## config.mk

```make
export PLATFORM = sky130hd
export DESIGN_NAME = parking_counter
export DESIGN_NICKNAME = d
export VERILOG_FILES = /design/src/rtl/parking_counter.sv
export SDC_FILE = /design/constraint.sdc
export NUM_CORES = 1
export LEC_CHECK = 0
export ABC_AREA = 1
export CORE_ASPECT_RATIO = 0.75
export CORE_MARGIN = 4
export CORE_UTILIZATION = 54
export CTS_CLUSTER_DIAMETER = 100
export CTS_CLUSTER_SIZE = 16
export DETAILED_ROUTE_END_ITERATION = 10
export MAX_ROUTING_LAYER = met4
export PLACE_DENSITY = 0.76
export SETUP_SLACK_MARGIN = 0.5
export SLEW_MARGIN = 20
export SYNTH_ARGS = -nofsm -noshare
export SYNTH_HDL_FRONTEND = slang
export SYNTH_HIERARCHICAL = 1
export SYNTH_SLANG_ARGS = --single-unit
```

## constraint.sdc

```tcl
create_clock -name clk -period 1.8 [get_ports clk]
set_input_delay 0.36 -clock clk [delete_from_list [all_inputs] [get_ports clk]]
set_output_delay 0.36 -clock clk [all_outputs]
set_load 0.02 [all_outputs]
```

## src/rtl/parking_counter.sv

```systemverilog
// Parking-lot occupancy counter: synchronized, debounced entry/exit sensors
// drive a saturating slot count, full/empty flags, reject pulse and barrier timer.

module parking_counter_filter #(
  parameter int DEBOUNCE = 4
) (
  input  logic clk,
  input  logic rst,
  input  logic raw,
  output logic ev
);

  localparam int CW = (DEBOUNCE > 1) ? $clog2(DEBOUNCE) : 1;
  localparam logic [CW-1:0] CNT_LAST = CW'(DEBOUNCE - 1);

  logic          sync1_r;
  logic          sync2_r;
  logic          filt_r;
  logic          filt_d_r;
  logic          ev_r;
  logic [CW-1:0] cnt_r;

  // Synchronizer, debounce filter and rising-edge event register
  always_ff @(posedge clk) begin
    if (rst) begin
      sync1_r  <= 1'b0;
      sync2_r  <= 1'b0;
      filt_r   <= 1'b0;
      filt_d_r <= 1'b0;
      ev_r     <= 1'b0;
      cnt_r    <= '0;
    end else begin
      sync1_r  <= raw;
      sync2_r  <= sync1_r;
      filt_d_r <= filt_r;
      ev_r     <= filt_r & ~filt_d_r;
      // cnt_r tracks how long the synchronized level has disagreed with filt_r
      if (sync2_r != filt_r) begin
        if (cnt_r == CNT_LAST) begin
          filt_r <= sync2_r;
          cnt_r  <= '0;
        end else begin
          cnt_r  <= cnt_r + CW'(1);
        end
      end else begin
        cnt_r <= '0;
      end
    end
  end

  assign ev = ev_r;

endmodule

module parking_counter #(
  parameter int CAPACITY  = 12,
  parameter int DEBOUNCE  = 4,
  parameter int GATE_HOLD = 8
) (
  input  logic       clk,
  input  logic       rst,
  input  logic       entry_sensor,
  input  logic       exit_sensor,
  output logic [3:0] count,
  output logic       full,
  output logic       empty,
  output logic       gate_open,
  output logic       reject
);

  localparam logic [3:0] CAP = 4'(CAPACITY);
  localparam int HW = (GATE_HOLD > 1) ? $clog2(GATE_HOLD) : 1;
  localparam logic [HW-1:0] HOLD_LOAD = HW'(GATE_HOLD - 1);

  typedef enum logic {
    IDLE = 1'b0,
    OPEN = 1'b1
  } gate_state_t;

  logic          entry_ev_s;
  logic          exit_ev_s;
  logic [3:0]    count_r;
  logic [3:0]    count_next_s;
  logic          full_r;
  logic          empty_r;
  logic          reject_r;
  logic          reject_next_s;
  logic          accept_s;
  gate_state_t   state_r;
  gate_state_t   state_next_s;
  logic [HW-1:0] hold_r;
  logic [HW-1:0] hold_next_s;

  parking_counter_filter #(.DEBOUNCE(DEBOUNCE)) u_entry_filter (
    .clk (clk),
    .rst (rst),
    .raw (entry_sensor),
    .ev  (entry_ev_s)
  );

  parking_counter_filter #(.DEBOUNCE(DEBOUNCE)) u_exit_filter (
    .clk (clk),
    .rst (rst),
    .raw (exit_sensor),
    .ev  (exit_ev_s)
  );

  // Occupancy update and accept/refuse decision for the current events
  always_comb begin
    count_next_s  = count_r;
    accept_s      = 1'b0;
    reject_next_s = 1'b0;
    case ({entry_ev_s, exit_ev_s})
      2'b10: begin
        if (count_r < CAP) begin
          count_next_s = count_r + 4'd1;
          accept_s     = 1'b1;
        end else begin
          reject_next_s = 1'b1;
        end
      end
      2'b01: begin
        if (count_r != 4'd0) begin
          count_next_s = count_r - 4'd1;
          accept_s     = 1'b1;
        end else begin
          accept_s = 1'b0;
        end
      end
      // A simultaneous entry and exit swaps one vehicle for another
      2'b11: accept_s = 1'b1;
      default: accept_s = 1'b0;
    endcase
  end

  // Gate state machine next-state and hold-timer logic
  always_comb begin
    state_next_s = state_r;
    hold_next_s  = hold_r;
    case (state_r)
      IDLE: begin
        if (accept_s) begin
          state_next_s = OPEN;
          hold_next_s  = HOLD_LOAD;
        end else begin
          state_next_s = IDLE;
        end
      end
      OPEN: begin
        if (accept_s) begin
          hold_next_s = HOLD_LOAD;
        end else if (hold_r == '0) begin
          state_next_s = IDLE;
        end else begin
          hold_next_s = hold_r - HW'(1);
        end
      end
      default: begin
        state_next_s = IDLE;
        hold_next_s  = '0;
      end
    endcase
  end

  // Output and state registers
  always_ff @(posedge clk) begin
    if (rst) begin
      count_r  <= 4'd0;
      full_r   <= 1'b0;
      empty_r  <= 1'b1;
      reject_r <= 1'b0;
      state_r  <= IDLE;
      hold_r   <= '0;
    end else begin
      count_r  <= count_next_s;
      full_r   <= (count_next_s == CAP);
      empty_r  <= (count_next_s == 4'd0);
      reject_r <= reject_next_s;
      state_r  <= state_next_s;
      hold_r   <= hold_next_s;
    end
  end

  assign count     = count_r;
  assign full      = full_r;
  assign empty     = empty_r;
  assign reject    = reject_r;
  assign gate_open = (state_r == OPEN);

endmodule
```

**After elaboration in Yosys (flattened, before gate mapping)**

Cells that the tools add are included.
Widths: inputs -> output; s select.

- Bits in registers: 25
- Input port bits: 4
- Output and inout bits: 8

- $add $sub $neg: 5
- $lt $le $gt $ge: 1
- Eq/ne operators: 10
- Mux-type cells: 15
- Bitwise operators: 8
- Reduce and logical (&&, ||, !) cells: 9

Operators with widths:

| kind | count |
|---|---|
| $mux 3 | 3 |
| $eq 2x2->1 const B | 4 |
| $mux 4 | 2 |
| $pmux 4 s2 | 1 |
| $mux 1 | 6 |
| $not 1->1 | 6 |
| $pmux 3 s2 | 1 |
| $reduce_and 2->1 | 3 |
| $reduce_or 3->1 | 2 |
| $add 2x1->2 const B | 2 |
| $add 4x1->4 const B | 1 |
| $eq 4x4->1 const B | 1 |
| $logic_not 4->1 | 1 |
| $lt 4x4->1 const B | 1 |
| $reduce_bool 4->1 | 1 |
| $sub 4x1->4 const B | 1 |
| $logic_not 3->1 | 1 |
| $ne 3x3->1 const B | 1 |
| $pmux 1 s3 | 1 |
| $sub 3x1->3 const B | 1 |
| $and 1x1->1 | 2 |
| $eq 2x1->1 const B | 1 |
| $ne 1x1->1 | 2 |
| $ne 2x2->1 const B | 1 |
| 2 further kinds | 2 |

**Longest topological paths before layout**

Gate-level depths: netlist of run 1.

- Depth in word-level cells: 5
- Mapped depth: 11

**Cells and area by module**

Netlist of run 1, hierarchy kept.

Modules (own cells, without submodules):

| module | instances | cells each | area an instance (µm²) | sequential area each (µm²) |
|---|---|---|---|---|
| parking_counter | 1 | 106 | 718.2 | 220.2 |
| parking_counter_filter | 2 | 27 | 235.2 | 140.1 |

**Least setup slack after synthesis of run 1**

OpenSTA, ideal clock, no wires.

- Path kind: reg2reg
- From: register count_r[0] (netlist: count[0])
- To: register full_r (netlist: full)
- Setup time: 0.064 ns
- Arrival: 1.376 ns
- Required time: 1.736 ns
- Slack: 0.361 ns
- Cell stages (with the launch flop): 12
- Buffers on the path: 0
- Clock period less this slack: 1.439 ns
- Path through: dfxtp_1 inv_1 ha_1 inv_1 nand2_1 nand2_1 nand3_2 nand3_2 inv_1 nor2_2 nand2_1 nor2_1

- Longest elaborated chain between the ends: 4
- Elaborated cells on any way between the ends: 8
- Those cells by class: add/sub (2); order compare (1); eq/ne (1); mux (3); reduce/logical (1)

RTL lines:

| item | line | source |
|---|---|---|
| start, declared | 82 | `logic [3:0] count_r;` |
| start signal, assigned | 175 | `count_r <= count_next_s;` |
| $sub 4x1->4, or another cell as far along | 124 | `count_next_s = count_r - 4'd1;` |
| $mux 4 (on tied branches) | 123, 115 |  |
| $pmux 4 s2 * | 113 | `case ({entry_ev_s, exit_ev_s})` |
| $eq 4x4->1 * | 176 | `full_r <= (count_next_s == CAP);` |
| end signal, assigned | 176 |  |
| end, declared | 84 | `logic full_r;` |

Mark *: on every way between the ends. The rest lies on a longest branch, timed or not.
A chain may end at the register's enable or synchronous reset.

**Worst setup path after layout of run 1**

- From: register u_entry_filter.ev_r (netlist: u_entry_filter/ev)
- To: register empty_r (netlist: empty)

- Longest elaborated chain between the ends: 3
- Elaborated cells on any way between the ends: 4
- Those cells by class: eq/ne (2); mux (1); reduce/logical (1)

RTL lines:

| item | line | source |
|---|---|---|
| start, declared | 20 | `logic ev_r;` |
| start signal, assigned | 36 | `ev_r <= filt_r & ~filt_d_r;` |
| $eq 2x1->1 or $eq 2x2->1 (tied branches) | 113 |  |
| $pmux 4 s2 * | 113 |  |
| $logic_not 4->1 * | 177 | `empty_r <= (count_next_s == 4'd0);` |
| end signal, assigned | 177 |  |
| end, declared | 85 | `logic empty_r;` |

Marks and branches as above.

==> flow_summary.toml, run 1 <==
[hold_path]
holdPathStages = 1
worst_hold_path_type = "register to register"

[sta]
clock.fmax_mhz = 735
setup_viol = 0
fin_setup_tns_ns = 0
maxSlewHeadroom = 0.876
hold_viol_final = 0
tightest_slew_ns = 0.185
rsz0062_at_grt = "true"
final.period_utilization = 0.756
period_minus_slack_ns = 1.36
fin_skew_ns = 0.000849
slew_viol_final = 0

[cts]
clk_path_buf_depth = 2
numCtsBuffers = 3
clk_latency_ns = 0.32
htreeDepth = 1
path_clk_slew_ns = 0.14
root_buffer = "clkbuf_4"
cts_tree = "yes"
numClockSinks = 25

[setup_path]
reg2regPathDepth = 9
end_kind = "register"
start_kind = "register"
cp_cell_sequence = "inv_2 -> ha_4 -> inv_2 -> a21oi_1 -> nand2_1 -> nand2_2 -> nor2_2 -> nand3_1 -> nand2_1"
worst-path-buf-inv = 2
cp.required_ns = 2.04
critPathMaxStageDelay_ns = 0.37
crit_type = "register to register"
cp_slowest_cell = "dfxtp_2"
arrival_ns = 1.60
crit_cells = 9
cp_max_fo = 4
cpLargestDelayFamily = "flip-flops"

[synth]
syn_nets = 174
ys_seq_area_frac = 0.421
syn-cell-area_um2 = 1190
ys_seq_elements = 25
ys_types = 17
synth_top_area_frac = 0.421
synth_largest_area_cell = "dfxtp_1"
synth.area.top_cells = "dfxtp_1 (42%), ha_1 (11%), nand2_1 (10%)"
synth_warnings = 6
avgSynthCellArea_um2 = 7.43
syn_inst = 160

[power_and_ir_drop]
ir_drop_v = 0.000588
p_total_mw = 0.857
p_per_area_nw_per_um2 = 545
leakagePower_nw = 0.744

[detailed_routing]
drc = 0
drt-total-wl_mm = 2.87
wire_per_inst_um = 13.6
antenna_left = 0
vias_per_cell = 5.22
vias = 1101
drt-initial-drc-count = 64
dr.pass1.iters = 6

[cells_and_area]
multi_input_area_um2 = 679
final-seq-area_um2 = 519
final_common_cell = "nand2_1"
num-fill-cells = 148
diodes = 0
nets = 202
drive_gt1_frac = 0.396
syn2layout_area_growth_pct = 32.3
final_cell_mix = "nand2_1 (28), inv_1 (23), nor2_1 (22), dfxtp_1 (18), buf_4 (12)"
fin_cells = 211

[global_route]
grt_first_pass_wirelength_mm = 4.33
grt_max_degree = 17
overflow = 0
antenna_found_initial = 0
first_global_vias = 981
grt_usage = 0.185

[placement]
place_inst = 196
gp_congestion = 0.868
dpl.hpwl_mm = 1.77
port_buffers = 11

[floorplan]
core_um2 = 2050
pin_count = 12
start_util = 0.580
dieHeight_um = 48.6
rows = 14
dieArea_um2 = 3020
die_x_um = 62.2

[status]
status = "completed"

[job]
max_cap_violations = 0
==> layer usage <==
layer  global-route usage  routed length (um)
met3               0.0509                 164
met4               0.0722                 102
met2                0.288                1430
met5                    -                   0
met1                0.227                1180
==> worst register-to-register path, delay by kind of cell (launching register included) <==
kind	cells	cell delay, ns
compound gates	1	0.14
buf+inv	2	0.13
flops	1	0.37
fa+ha+maj	1	0.29
simple gates	5	0.34
==> metrics by stage <==
| step | setup slack, ns | cell area [um^2] | hold slack (ns) | util |
|---|---|---|---|---|
| global placement | 0.299 | 1350 | 0.382 | 0.656 |
| floorplan | 0.504 | 1190 | 0.374 | - |
| CTS | 0.482 | 1490 | 0.400 | 0.726 |
| detailed placement | 0.245 | 1350 | 0.381 | 0.656 |
| finish | 0.440 | 1570 | 0.391 | 0.767 |
| global route | 0.341 | 1570 | 0.426 | 0.767 |
==> cell families (layout without fill, tap and decap cells) <==
group,Yosys count,after routing,share of synthesized area
adders and majority gates,10,10,0.105
xor gates and xnor gates,2,2,0.0147
AOI/OAI and AO/OA,8,8,0.0379
DFF,25,25,0.421
buffers and inverters,34,61,0.107
and+or+nand+nor,81,81,0.314
==> cells in the mapped netlist (all sizes together) <==
master  number
inv         33
ha          10
o21bai       1
clkbuf       1
a21oi        6
nor2        28
nor3         4
dfxtp       25
nand3       11
nand2       38
o211ai       1
xor2         2
==> layout make-up <==
type                            count  area share
Multi-Input combinational cell    101       0.432
Tap cell                           24      0.0191
Clock inverter                      1     0.00557
Sequential cell                    25       0.330
Clock buffer                        3      0.0143
Timing Repair Buffer               24       0.117
Inverter                           33      0.0819
==> path summary, 6_finish.rpt <==
check	endpoint	from	slack (ns)
worst max-delay path	empty$_SDFF_PP1_	u_entry_filter/ev$_SDFF_PP0_	0.44
worst min-delay path	u_entry_filter/ev$_SDFF_PP0_	u_entry_filter/filt_d_r$_SDFF_PP0_	0.39
worst max register to register	empty$_SDFF_PP1_	u_entry_filter/ev$_SDFF_PP0_	0.44
worst min register to register	u_entry_filter/ev$_SDFF_PP0_	u_entry_filter/filt_d_r$_SDFF_PP0_	0.39
==> power by group <==
| group | internal (mW) | switching, mW |
|---|---|---|
| Clock | 0.0906 | 0.180 |
| Combinational | 0.0132 | 0.0164 |
| Sequential | 0.553 | 0.00290 |
| Total | 0.657 | 0.200 |
==> state kept, by name, indices dropped and copies added (netlist names), 2 cells and up <==
register / cells
count: 4
hold_r: 3
u_entry_filter/cnt_r: 2
u_exit_filter/cnt_r: 2
==> repair_timing <==
item / in CTS / in global routing
setup endpoints to repair: 18 / 13
buffers inserted: 8 / 3
pin swaps: 8 / 19
gates resized for setup: 55 / 24
hold buffers: 0 / 0
endpoints found under the hold margin: 0 / 0
No activity file was read; power rests on OpenSTA's default activity.
==> run 2: changes to the inputs <==
==> constraint.sdc (replaced) <==
create_clock -name clk -period 1.4 [get_ports clk]
set_input_delay 0.28 -clock clk [delete_from_list [all_inputs] [get_ports clk]]
set_output_delay 0.28 -clock clk [all_outputs]
set_load 0.02 [all_outputs]
==> run 2 against run 1 <==
  * Die area stayed put
  * Clock-buffer cell count stayed put
  * Via count decreased by 8.6%
  * Clock power grew 24%
  * Sequential power is 28% higher
  * Worst hold slack improved by 0.0027 ns
  * Utilization is 0.49 points higher
  * Critical endpoint unchanged
==> flow_summary.toml, run 2 (same netlist as run 1, synthesis figures left out) <==
[status]
status = "completed"

[global_route]
grt_util_met3 = 0.0440
met2_usage = 0.250
first_global_vias = 874
gr-usage-met1 = 0.201
antenna_found_initial = 0
grt_first_pass_wirelength_mm = 3.71
grt_busiest_layer = "met2"
overflow = 0
grt_usage = 0.155
grt_max_degree = 17

[cts]
cts_tree = "yes"
numClockSinks = 25
path_clk_slew_ns = 0.14
hold_buffers = 0
root_buffer = "clkbuf_4"
numCtsBuffers = 3
clk_path_buf_depth = 2
htreeDepth = 1
clk_latency_ns = 0.32

[cells_and_area]
diodes = 0
nets = 196
design_area_um2 = 1580
final_cell_mix = "nand2_1 (30), inv_1 (23), nor2_1 (20), dfxtp_1 (12)"
fin_util = 0.772
final_common_cell = "nand2_1"
largest_reg_flops = 4
syn2layout_area_growth_pct = 33.2
drive_gt1_frac = 0.425

[sta]
maxSlewHeadroom = 0.869
period_minus_slack_ns = 1.35
clock.fmax_mhz = 741
fin_skew_ns = 0.00883
rsz0062_at_grt = "true"
setup_viol = 0
hold_viol_final = 0
slew_viol_final = 0
tightest_slew_ns = 0.196
final.period_utilization = 0.964

[floorplan]
rows = 14
die_x_um = 62.2
pin_count = 12
dieHeight_um = 48.6
start_util = 0.580
dieArea_um2 = 3020
core_um2 = 2050

[detailed_routing]
vias_per_cell = 4.91
drt-initial-drc-count = 45
vias = 1006
wire_per_inst_um = 11.7
antenna_left = 0
drc = 0
drt-total-wl_mm = 2.40
dr.pass1.iters = 4

[setup_path]
start_kind = "register"
timing.rr.start = "u_entry_filter/ev$_SDFF_PP0_"
cp_max_fo = 3
end_kind = "register"
cp.required_ns = 1.67
cp-startpoint = "u_entry_filter/ev$_SDFF_PP0_"
crit_type = "register to register"
arrival_ns = 1.62

[hold_path]
min_from = "u_entry_filter/filt_d_r$_SDFF_PP0_"
worst_hold_path_type = "register to register"

[job]
max_cap_violations = 0

[power_and_ir_drop]
leakagePower_nw = 0.713
ir_drop_v = 0.000962
p_per_area_nw_per_um2 = 687
p_total_mw = 1.09

[placement]
port_buffers = 11
dpl.hpwl_mm = 1.68
placed_area_um2 = 1380
gp_congestion = 0.781
run 2: worst max-delay path, cell delays in order, from the launching register on:
cell,delay (ns)
dfxtp_4,0.40
inv_2,0.06
ha_4,0.27
nand2_1,0.05
inv_1,0.05
nand2_1,0.05
nand2_1,0.07
nand2_2,0.07
nor2_2,0.12
nand3_1,0.08
nand2_1,0.07
run 2: area by class of cell:
type	instances	area, um^2
inverter	33	129
clock buffer	3	22.5
multi-input combinational	101	694
tap	24	30.0
clock inverter	1	8.76
fill	140	467
sequential	25	529
timing repair buffer	18	169
run 2: where the power goes:
group | internal [mW] | total (mW) | switching, mW
clock | 0.116 | 0.335 | 0.219
sequential | 0.709 | 0.714 | 0.00501
combinational | 0.0169 | 0.0379 | 0.0209
run 2: worst paths after layout:
path / cells past startpoint / slack, ns / to
setup / recovery: 10 / 0.05 / empty$_SDFF_PP1_
hold / removal: 1 / 0.39 / u_entry_filter/ev$_SDFF_PP0_
setup reg to reg: 10 / 0.05 / empty$_SDFF_PP1_
hold reg to reg: 1 / 0.39 / u_entry_filter/ev$_SDFF_PP0_
run 2: stage by stage:
step | cells | hold WS (ns) | setup slack [ns] | setup TNS [ns]
after global routing | 205 | 0.388 | -0.0336 | -0.0505
after global placement | 196 | 0.371 | 0.0911 | 0
after CTS | 204 | 0.395 | 0.0790 | 0
final | 205 | 0.394 | 0.0501 | 0
after floorplan | 160 | 0.349 | 0.221 | 0
after detailed placement | 196 | 0.375 | 0.0485 | 0
run 2: timing repair:
item	CTS	global route
pin swaps	5	13
buffers inserted	4	1
setup endpoints to repair	28	24
gates resized for setup	58	27
run 2: metal layers:
layer / up-vias / share of wire
met2: 19 / 0.47
met5: - / 0
li1: 525 / -
met3: 4 / 0.038
met4: 0 / 0.012
met1: 458 / 0.48
